`src/rtl/m68k_bus_pkg.sv`:
```
// rtl/m68k_bus_pkg.sv - size/state encodings and strobe helper shared by the bus initiator
package m68k_bus_pkg;

    localparam logic [1:0] SZ_BYTE = 2'd0;
    localparam logic [1:0] SZ_WORD = 2'd1;
    localparam logic [1:0] SZ_LONG = 2'd2;
    localparam logic [1:0] SZ_RSVD = 2'd3;

    typedef enum logic [2:0] {
        ST_IDLE = 3'd0,
        ST_CYC1 = 3'd1,
        ST_GAP  = 3'd2,
        ST_CYC2 = 3'd3,
        ST_RESP = 3'd4
    } bus_state_e;

    // {uds, lds}: a byte uses the even lane at addr[0]=0 and the odd lane otherwise
    function automatic logic [1:0] strobe_sel(input logic [1:0] size, input logic addr0);
        logic [1:0] sel;
        if (size == SZ_BYTE) begin
            sel = addr0 ? 2'b01 : 2'b10;
        end else begin
            sel = 2'b11;
        end
        return sel;
    endfunction

endpackage

```
`src/rtl/bus_watchdog.sv`:
```
// rtl/bus_watchdog.sv - clear/enable cycle counter with a terminal flag for bus timeouts
module bus_watchdog #(
    parameter int LIMIT = 255
) (
    input  logic clk_i,
    input  logic rst_i,
    input  logic clr_i,
    input  logic en_i,
    output logic term_o
);

    logic [15:0] cnt_q, cnt_d;

    // Count cycles spent waiting; clear wins so every bus cycle starts from zero
    always_comb begin
        cnt_d = cnt_q;
        if (clr_i) begin
            cnt_d = '0;
        end else if (en_i) begin
            cnt_d = cnt_q + 16'd1;
        end
    end

    // Counter register
    always_ff @(posedge clk_i or posedge rst_i) begin
        if (rst_i) begin
            cnt_q <= '0;
        end else begin
            cnt_q <= cnt_d;
        end
    end

    // Terminal flag fires in the LIMIT-th waiting cycle; a cycle with ack never counts
    assign term_o = en_i && (cnt_q == 16'(LIMIT - 1));

endmodule

```
`src/rtl/bus_initiator.sv`:
```
// rtl/bus_initiator.sv - 16-bit uds/lds/rw/ack bus master for byte/word/long commands (optional BUS_TIMEOUT_EN watchdog)
module bus_initiator
    import m68k_bus_pkg::*;
#(
    parameter int ADDR_W  = 24,
    parameter int TIMEOUT = 255
) (
    input  logic              clk,
    input  logic              reset,
    input  logic              req_valid,
    output logic              req_ready,
    input  logic [ADDR_W-1:0] req_addr,
    input  logic              req_rw,
    input  logic [1:0]        req_size,
    input  logic [31:0]       req_wdata,
    output logic              resp_valid,
    output logic [31:0]       resp_rdata,
    output logic              resp_err,
    output logic [ADDR_W-1:0] addr,
    output logic [15:0]       data_write,
    input  logic [15:0]       data_read,
    output logic              uds,
    output logic              lds,
    output logic              rw,
    input  logic              ack
);

    bus_state_e        state_q, state_d;
    logic [ADDR_W-1:0] addr_q, addr_d;
    logic              rw_q, rw_d;
    logic [15:0]       dw_q, dw_d;
    logic [15:0]       wlo_q, wlo_d;
    logic [1:0]        size_q, size_d;
    logic [1:0]        sel_q, sel_d;
    logic              half_q, half_d;
    logic              err_q, err_d;
    logic [31:0]       rbuf_q, rbuf_d;
    logic              in_cyc;
    logic              wd_term;

    assign in_cyc = (state_q == ST_CYC1) || (state_q == ST_CYC2);

`ifdef BUS_TIMEOUT_EN
    bus_watchdog #(.LIMIT(TIMEOUT)) u_watchdog (
        .clk_i  (clk),
        .rst_i  (reset),
        .clr_i  (!in_cyc),
        .en_i   (in_cyc && !ack),
        .term_o (wd_term)
    );
`else
    logic timeout_unused;
    assign timeout_unused = (TIMEOUT != 0);
    assign wd_term        = 1'b0;
`endif

    // Next state and command/bus register updates
    always_comb begin
        state_d = state_q;
        addr_d  = addr_q;
        rw_d    = rw_q;
        dw_d    = dw_q;
        wlo_d   = wlo_q;
        size_d  = size_q;
        sel_d   = sel_q;
        half_d  = half_q;
        err_d   = err_q;
        rbuf_d  = rbuf_q;
        case (state_q)
            ST_IDLE: begin
                if (req_valid) begin
                    size_d = req_size;
                    half_d = 1'b0;
                    rbuf_d = '0;
                    if (req_size == SZ_RSVD || (req_size != SZ_BYTE && req_addr[0])) begin
                        // Rejected commands never touch the bus
                        err_d   = 1'b1;
                        state_d = ST_RESP;
                    end else begin
                        err_d   = 1'b0;
                        state_d = ST_CYC1;
                        addr_d  = req_addr;
                        rw_d    = req_rw;
                        sel_d   = strobe_sel(req_size, req_addr[0]);
                        wlo_d   = req_wdata[15:0];
                        case (req_size)
                            SZ_BYTE: dw_d = {req_wdata[7:0], req_wdata[7:0]};
                            SZ_WORD: dw_d = req_wdata[15:0];
                            default: dw_d = req_wdata[31:16];
                        endcase
                    end
                end
            end
            ST_CYC1, ST_CYC2: begin
                if (ack) begin
                    state_d = ST_GAP;
                    if (rw_q) begin
                        case (size_q)
                            SZ_BYTE: rbuf_d = {24'd0, addr_q[0] ? data_read[7:0] : data_read[15:8]};
                            SZ_WORD: rbuf_d = {16'd0, data_read};
                            default: begin
                                if (state_q == ST_CYC1) begin
                                    rbuf_d[31:16] = data_read;
                                end else begin
                                    rbuf_d[15:0] = data_read;
                                end
                            end
                        endcase
                    end
                end else if (wd_term) begin
                    state_d = ST_GAP;
                    err_d   = 1'b1;
                    rbuf_d  = '0;
                end
            end
            ST_GAP: begin
                // ack is deliberately ignored: a registered ack may still be high here
                if (size_q == SZ_LONG && !half_q && !err_q) begin
                    state_d = ST_CYC2;
                    half_d  = 1'b1;
                    addr_d  = addr_q + ADDR_W'(2);
                    dw_d    = wlo_q;
                end else begin
                    state_d = ST_RESP;
                end
            end
            ST_RESP: begin
                state_d = ST_IDLE;
            end
            default: begin
                state_d = ST_IDLE;
            end
        endcase
    end

    // State and command registers
    always_ff @(posedge clk or posedge reset) begin
        if (reset) begin
            state_q <= ST_IDLE;
            addr_q  <= '0;
            rw_q    <= 1'b1;
            dw_q    <= '0;
            wlo_q   <= '0;
            size_q  <= SZ_BYTE;
            sel_q   <= 2'b00;
            half_q  <= 1'b0;
            err_q   <= 1'b0;
            rbuf_q  <= '0;
        end else begin
            state_q <= state_d;
            addr_q  <= addr_d;
            rw_q    <= rw_d;
            dw_q    <= dw_d;
            wlo_q   <= wlo_d;
            size_q  <= size_d;
            sel_q   <= sel_d;
            half_q  <= half_d;
            err_q   <= err_d;
            rbuf_q  <= rbuf_d;
        end
    end

    // Strobes are decoded from state so an asynchronous reset drops them immediately
    assign uds        = in_cyc && sel_q[1];
    assign lds        = in_cyc && sel_q[0];
    assign rw         = rw_q;
    assign addr       = addr_q;
    assign data_write = dw_q;
    assign req_ready  = (state_q == ST_IDLE);
    assign resp_valid = (state_q == ST_RESP);
    assign resp_err   = (state_q == ST_RESP) && err_q;
    assign resp_rdata = ((state_q == ST_RESP) && !err_q) ? rbuf_q : 32'd0;

endmodule

```
`config.mk`:
```
export PLATFORM = sky130hd
export DESIGN_NAME = bus_initiator
export DESIGN_NICKNAME = d
export VERILOG_FILES = /design/src/rtl/m68k_bus_pkg.sv /design/src/rtl/bus_watchdog.sv /design/src/rtl/bus_initiator.sv
export SDC_FILE = /design/constraint.sdc
export NUM_CORES = 1
export LEC_CHECK = 0
export BUFFER_PORTS_ARGS = -buffer_cell sky130_fd_sc_hd__buf_2
export CAP_MARGIN = 20
export CORE_ASPECT_RATIO = 0.75
export CORE_UTILIZATION = 45
export DETAILED_ROUTE_END_ITERATION = 16
export PLACE_DENSITY_LB_ADDON = 0.08
export SYNTH_ARGS = -nofsm -noshare
export SYNTH_HDL_FRONTEND = slang
export SYNTH_SLANG_ARGS = --single-unit
```
`constraint.sdc`:
```
create_clock -name clk -period 2.6 [get_ports clk]
set_input_delay 0 -clock clk [delete_from_list [all_inputs] [get_ports clk]]
set_output_delay 0 -clock clk [all_outputs]
set_load 0.02 [all_outputs]
```
## Word-level counts from Yosys, hierarchy flattened

Index checks and enable logic that the tools add are counted.

- Register bits after elaboration: 98
- Input port bits: 79
- Output and inout port bits: 78
- Word-level logic and storage cells: 82

- Add/subtract/negate cells: 1
- Eq/ne operators: 15
- Mux-type cells: 29
- Bitwise operators: 1
- Reduce and logical (&&, ||, !) cells: 25

Operators by type and width:

| kind | count |
|---|---|
| 2-to-1 mux 32 bit | 4 |
| one-hot mux 32 bit (2 select lines) | 2 |
| 2-to-1 mux 16 bit | 5 |
| 2-to-1 mux 24 bit | 3 |
| one-hot mux 16 bit (2 select lines) | 2 |
| one-hot mux 24 bit (2 select lines) | 1 |
| adder 24 x 2 -> 24 bit, second input constant | 1 |
| 2-to-1 mux 3 bit | 4 |
| inequality test 2 bit, second input constant | 5 |
| AND reduction 5 bit | 2 |
| one-hot mux 3 bit (3 select lines) | 1 |
| 2-to-1 mux 8 bit | 1 |
| inequality test 4 x 2 -> 1 bit, second input constant | 2 |
| logical AND 1 bit | 7 |
| == test 3 x 2 -> 1 bit, second input constant | 2 |
| AND reduction 3 bit | 2 |
| nonzero test 2 bit | 3 |
| == test 2 x 1 -> 1 bit, second input constant | 2 |
| == test 2 bit, second input constant | 2 |
| zero test 2 bit | 2 |
| 2-to-1 mux 2 bit | 2 |
| AND reduction 2 bit | 2 |
| AND reduction 4 bit | 1 |
| == test 3 x 1 -> 1 bit, second input constant | 1 |
| 8 further kinds | 12 |

## Logic depth before layout (Yosys ltp)

Gate-level depths: netlist of run 1.

- Depth after elaboration: 6
- Depth in mapped cells: 8

## Least setup slack after synthesis of run 1

OpenSTA, ideal clock, no wires.

- Path type: reg2reg
- Start point: register state_q[1]
- End point: register wlo_q[0]
- Setup time: 125 ps
- Arrival: 1799 ps
- Data required time: 2475 ps
- Slack: 676 ps
- Stages on the path, launching flop included: 7
- Buffers on the path: 2
- Period minus slack after synthesis: 1924 ps
- Path through: dfrtp_1 clkbuf_1 inv_1 nand3_1 nor2_2 buf_4 mux2_2

- Longest elaborated chain between the ends: 2

Ends and longest elaborated chain:

| item | line | text |
|---|---|---|
| start: declaration | bus_initiator.sv:28 | `bus_state_e state_q, state_d;` |
| start signal: assignment | bus_initiator.sv:150 | `state_q <= state_d;` |
| zero test 3 bit | bus_initiator.sv:69 | `case (state_q)` |
| AND reduction 3 bit (no source line) | -- |  |
| end signal: assignment | bus_initiator.sv:154 | `wlo_q <= wlo_d;` |
| end: declaration | bus_initiator.sv:32 | `logic [15:0] wlo_q, wlo_d;` |

Every way passes these cells.
A chain may end at the register's enable or synchronous reset.

## Worst setup path after layout of run 1

- Start point: register size_q[1]
- End point: register addr_q[18] (netlist: addr[18])

- Longest elaborated chain between the ends: 5

Ends and longest elaborated chain:

| item | line | text |
|---|---|---|
| start: declaration | bus_initiator.sv:33 | `logic [1:0] size_q, size_d;` |
| start signal: assignment | bus_initiator.sv:155 | `size_q <= size_d;` |
| == test 2 bit | bus_initiator.sv:118 | `if (size_q == SZ_LONG && !half_q && !err_q) begin` |
| logical AND 1 bit (2 in series) | bus_initiator.sv:118 |  |
| inequality test 2 bit (no source line) | -- |  |
| AND reduction 4 bit (no source line) | -- |  |
| end signal: assignment | bus_initiator.sv:151 | `addr_q <= addr_d;` |
| end: declaration | bus_initiator.sv:29 | `logic [ADDR_W-1:0] addr_q, addr_d;` |

Every way passes these cells.

==> flow_summary_export.csv, run 1 <==
group,metric,value,unit
logic_synthesis,netlist_instances,548,
floorplanning,core,10900,µm²
floorplanning,ios,157,
logic_synthesis,synth_ff_type,"dfrtp_1",
critical_path,slowest_stage,"dfrtp_1",
floorplanning,start_util,0.463,
pwr,ir_worst_vdd,0.490,mV
clocking,clock_sinks,98,
route,routed_wl,14.8,mm
clocking,path_clk_slew,0.07,ns
critical_path,timing.setup.critical_path_class,"reg -> reg",
critical_path,cpPeakStageDelay,0.43,ns
critical_path,crit_path_end_kind,"flop",
floorplanning,die-area,11700,µm²
logic_synthesis,synth.distinct_cells,49,
clocking,clk-insertion-delay-late,0.34,ns
logic_synthesis,synth_top_family_by_area,"simple AND/OR/NAND/NOR gates",
critical_path,worstPathArrival,2.31,ns
timing,finClkSkew,0.00609,ns
route,vias,4923,
placement,dp_worst_setup_slack,0.314,ns
cells_and_area,num-nets-final,823,
timing,slew_headroom,0.474,
hold_path,hp-class,"in -> reg",
logic_synthesis,synth_edf_count,0,
job,max_cap_violations,0,
placement,portBuffers,156,
route,via_per_inst,5.55,
global_routing,grt_max_degree,65,
timing,drv_slew,0,
logic_synthesis,synth_xor_area_frac,0,
placement,gp_congestion,0.807,
global_routing,grt_pass1_wl,24.1,mm
logic_synthesis,synth_compound_area_frac,0.185,
clocking,cts-root-buf,"clkbuf_16",
cells_and_area,layout_common_cells,"156 x buf_2, 97 x dfrtp_1, 88 x nand2_1, 57 x dlygate4sd3_1, 46 x o21ai_0",
logic_synthesis,yosys_warnings,0,
clocking,cts_setup_buffers,0,
logic_synthesis,synth.mux.area_fraction,0.0916,
logic_synthesis,syn_area_per_cell,9.25,µm²
clocking,cts_resized,0,
route,drc,0,
pwr,p_leak,3.31,nW
route,wl_per_cell,16.6,µm
floorplanning,rows,33,
critical_path,required,2.86,ns
logic_synthesis,synthesis.nets,628,
timing,setup_violations,0,
clocking,cts-buffers-inserted,9,
cells_and_area,layout_commonest_cell,"buf_2",
clocking,cts_tree,"done",
clocking,cts.hold.buffers_added,57,
floorplanning,fp.dieH,93.9,µm
pwr,powerDensity,1030,nW/µm²
clocking,clockBufferDepth,2,
timing,max_freq,488,MHz
logic_synthesis,synth_area,5070,µm²
placement,hpwl,9.64,mm
cells_and_area,syn2layout_area_growth,35.6,%
global_routing,grt_overflow,0,
global_routing,grt_pass1_vias,4741,
global_routing,antenna_found_initial,0,
critical_path,cp_max_fo,33,
route,drtIter0Drc,368,
logic_synthesis,ys_seq_area_frac,0.484,
cells_and_area,finish.utilization,0.628,
logic_synthesis,ys_ff_latch,98,
timing,finalHoldViolations,0,
cells_and_area,fillers,909,
logic_synthesis,ys_async_sr_fraction,1.00,
status,status,"finished clean",
critical_path,worstPathCellList,"or3b_1 -> o32ai_2 -> nand2_2 -> a21oi_1 -> a2bb2oi_1",
timing,worst_slew_pin_slew,0.789,ns
critical_path,cp-start-kind,"flop",
timing,finalSetupTns,0,ns
timing,min_period_over_period,0.788,
timing,layout_min_cycle_time,2.05,ns
global_routing,grt.total_usage,0.261,
logic_synthesis,synth_simple_gate_area_share,0.195,
timing,worst_slack,0.551,ns
cells_and_area,drive_gt1_frac,0.288,
cells_and_area,antennaDiodeCount,0,
clocking,h-tree-depth,3,
route,dr.pass1.iters,5,
logic_synthesis,synth-adder-area-share,0.00444,
route,ant_nets,0,
floorplanning,die_w,125,µm
timing,rsz0062_at_grt,"no",
==> sequential cells by signal, summed over array words and instances, names as in the netlist <==
name	cells
half_q	1
state_q	3
rbuf_q	32
data_write	16
addr	24
rw	1
sel_q	2
wlo_q	16
err_q	1
size_q	2
==> metal layers <==
layer	up-vias	wire (µm)	track usage
met4	0	214	0.0823
met1	2386	7000	0.369
met5	-	0	0
li1	2359	-	-
met2	158	6680	0.395
met3	20	857	0.0626
==> cells in the mapped netlist (3+ instances only) <==
cell type	count	area, µm²
or3_1	5	31.3
buf_4	4	30.0
o32ai_1	3	26.3
nand2_1	88	330
nor2_1	28	105
nand3_1	12	60.1
and3_1	34	213
dfrtp_1	97	2430
buf_1	3	11.3
inv_1	6	22.5
and2_1	7	43.8
mux2i_1	25	250
o21ai_0	47	235
nand4_1	3	18.8
a2bb2oi_1	7	61.3
o21ai_1	5	25.0
a22o_1	12	105
buf_2	8	40.0
a21oi_1	45	225
a31oi_1	11	68.8
o31ai_1	9	67.6
nor3b_1	4	30.0
mux2_2	19	214
nor3_1	4	20.0
o22ai_1	10	62.6
clkbuf_1	25	93.8
==> worst max-delay path, delay by kind of cell (launching register included) <==
kind / cells / cell delay [ns]
AND/OR/NAND/NOR: 2 / 0.83
AO/OA/AOI/OAI: 3 / 0.71
flip-flops: 1 / 0.43
==> stage by stage <==
step | hold slack, ns | total power [mW] | instance area [µm²] | instances
2_1_floorplan | 0.0847 | 4.64 | 5070 | 548
3_3_place_gp | 0.124 | 5.51 | 5980 | 814
3_5_place_dp | 0.133 | 5.61 | 5980 | 814
4_1_cts | 0.00850 | 7.10 | 6860 | 886
5_1_grt | 0.0237 | 7.60 | 6880 | 887
6_report | 0.0254 | 7.11 | 6880 | 887
==> kinds of logic after synthesis <==
group | Yosys count
fa+ha+maj | 2
simple gates | 202
mux | 44
compound gates | 155
buf+inv | 47
flops | 98
==> path summary, 6_finish.rpt <==
check	from	to	slack (ns)	cells after the start
max	size_q[1]	addr[18]	0.55	5
min in group asynchronous	reset	addr[6]	0.30	3
max reg2reg	size_q[1]	addr[18]	0.55	5
max in group asynchronous	reset	rw	1.53	4
min	req_addr[21]	addr[21]	0.03	3
min reg2reg	rbuf_q[0]	rbuf_q[0]	0.47	2
==> cell type report <==
type / count / area [µm²] / area share
Clock inverter: 6 / 82.6 / 0.0120
Clock buffer: 9 / 225 / 0.0328
Timing Repair Buffer: 225 / 1490 / 0.216
Inverter: 6 / 25.0 / 0.00364
Tap cell: 140 / 175 / 0.0255
Multi-Input combinational cell: 403 / 2430 / 0.353
Sequential cell: 98 / 2450 / 0.357
==> power by group <==
part	leakage (nW)	switching [mW]	internal, mW	total, mW
Sequential	1.21	0.580	2.20	2.78
Clock	0.151	0.568	0.833	1.40
Combinational	1.95	1.79	1.14	2.93
Total	3.31	2.94	4.17	7.11
No activity file was read; power rests on OpenSTA's default activity.
==> run 2: changes to the inputs <==
==> constraint.sdc (replaced) <==
create_clock -name clk -period 2.1 [get_ports clk]
set_input_delay 0 -clock clk [delete_from_list [all_inputs] [get_ports clk]]
set_output_delay 0 -clock clk [all_outputs]
set_load 0.02 [all_outputs]
==> flow_summary_export.csv, run 2 (same netlist as run 1, synthesis figures left out) <==
group,metric,value,unit
placement,hpwl,9.88,mm
clocking,path_clk_slew,0.07,ns
floorplanning,ios,157,
critical_path,slowest_stage,"or4_1",
cells_and_area,layout_common_cells,"156 x buf_2, 97 x dfrtp_1, 88 x nand2_1, 57 x dlygate4sd3_1, 46 x o21ai_0",
timing,finClkSkew,0.00391,ns
cells_and_area,finish.utilization,0.637,
clocking,h-tree-depth,3,
clocking,cts_tree,"done",
route,wl_per_cell,16.6,µm
global_routing,grt_pass1_vias,4734,
global_routing,grt_overflow,0,
route,dr.pass1.iters,5,
floorplanning,fp.dieH,93.9,µm
global_routing,grt_max_degree,55,
placement,portBuffers,156,
critical_path,crit_path_end_kind,"flop",
critical_path,cp_max_fo,6,
critical_path,r2r-start,"addr[7]",
pwr,p_leak,3.37,nW
cells_and_area,layout_commonest_cell,"buf_2",
critical_path,cpPeakStageDelay,0.56,ns
cells_and_area,top_register,"rbuf_q",
route,vias,5008,
route,routed_wl,15.0,mm
pwr,powerDensity,1270,nW/µm²
critical_path,worstPathArrival,2.22,ns
critical_path,worstPathCellList,"nand3_1 -> or4_1 -> or3_1 -> a21oi_1 -> a2bb2oi_1",
timing,min_period_over_period,0.928,
timing,max_freq,513,MHz
clocking,cts-root-buf,"clkbuf_16",
floorplanning,die_w,125,µm
timing,drv_slew,0,
critical_path,reg2reg_slack,0.15,ns
cells_and_area,num-nets-final,838,
timing,finalHoldViolations,0,
floorplanning,core,10900,µm²
route,drtIter0Drc,363,
pwr,ir_worst_vdd,0.589,mV
critical_path,endpoint,"addr[23]",
global_routing,grt_pass1_wl,24.1,mm
floorplanning,start_util,0.463,
critical_path,required,2.37,ns
cells_and_area,largest_register_ffs,32,
cells_and_area,drive_gt1_frac,0.302,
critical_path,ff2ff_path_depth,5,
route,drc,0,
placement,dp_cells,830,
global_routing,grt.total_usage,0.259,
route,ant_nets,0,
status,status,"finished clean",
floorplanning,rows,33,
critical_path,startpoint,"addr[7]",
clocking,clk-insertion-delay-late,0.35,ns
clocking,clock_sinks,98,
global_routing,antenna_found_initial,0,
timing,setup_violations,0,
clocking,cts_setup_buffers,0,
timing,worst_slew_pin_slew,0.837,ns
timing,finalSetupTns,0,ns
placement,place_area,6100,µm²
timing,layout_min_cycle_time,1.95,ns
cells_and_area,final_cells,902,
critical_path,cp-start-kind,"flop",
hold_path,hp-class,"in -> reg",
clocking,clockBufferDepth,2,
placement,gp_congestion,0.827,
cells_and_area,antennaDiodeCount,0,
critical_path,timing.setup.critical_path_class,"reg -> reg",
clocking,cts-buffers-inserted,9,
timing,rsz0062_at_grt,"no",
job,max_cap_violations,0,
cells_and_area,final_cell_area,6970,µm²
route,via_per_inst,5.55,
critical_path,rr_endpoint,"addr[23]",
floorplanning,die-area,11700,µm²
cells_and_area,syn2layout_area_growth,37.4,%
timing,slew_headroom,0.442,
==> run 2: critical path: cells and delay by family (launching register included) <==
kind | cells | cell delay (ns)
flip-flops | 1 | 0.43
AND/OR/NAND/NOR | 3 | 1.11
AO/OA/AOI/OAI | 2 | 0.33
==> run 2: stage by stage <==
stage | hold slack, ns | setup slack (ns) | power (mW)
after global routing | 0.0230 | 0.0130 | 9.46
after detailed placement | -0.121 | 0.209 | 7.11
after global placement | -0.128 | 0.243 | 6.98
after floorplan | 0.0847 | 0.176 | 5.75
final | 0.00364 | 0.151 | 8.86
after CTS | 0.00428 | 0.184 | 8.87
==> run 2: cell type report <==
cell class                 instances  area, µm²
tap                              140        175
multi-input combinational        403       2430
inverter                           6       26.3
fill                             934       3970
sequential                        98       2450
clock inverter                     5       55.1
clock buffer                      10        239
timing repair buffer             240       1590
==> run 2: report_power, final <==
group          internal, mW  leakage [nW]  switching [mW]
clock                 0.945         0.140           0.721
sequential             2.72          1.21           0.665
combinational          1.51          2.02            2.29
==> run 2: worst min-delay path by stage <==
| stage | startpoint | to | slack (ns) | cells after the start |
|---|---|---|---|---|
| 6_report | req_addr[21] | addr[21] | 0.004 | 3 |
| 5_1_grt | req_addr[21] | addr[21] | 0.02 | 3 |
| 4_1_cts | req_addr[23] | addr[23] | 0.004 | 3 |
| 3_5_place_dp | reset | rbuf_q[27] | -0.12 | 2 |
| 3_3_place_gp | reset | rbuf_q[27] | -0.13 | 2 |
| 2_1_floorplan | req_addr[0] | sel_q[1] | 0.08 | 1 |
==> run 2: timing repair <==
item / in CTS / in global routing
resized for setup: 0 / 0
hold buffers: 57 / 0
hold endpoints to repair: 166 / 0
==> run 2: routing by layer <==
layer,vias to the layer above,share of wire,global-route usage,routed length [µm]
met5,-,0,0,0
met4,0,0.014,0.0833,216
met3,23,0.060,0.0598,894
met2,197,0.45,0.400,6800
met1,2402,0.47,0.361,7090
li1,2386,-,-,-
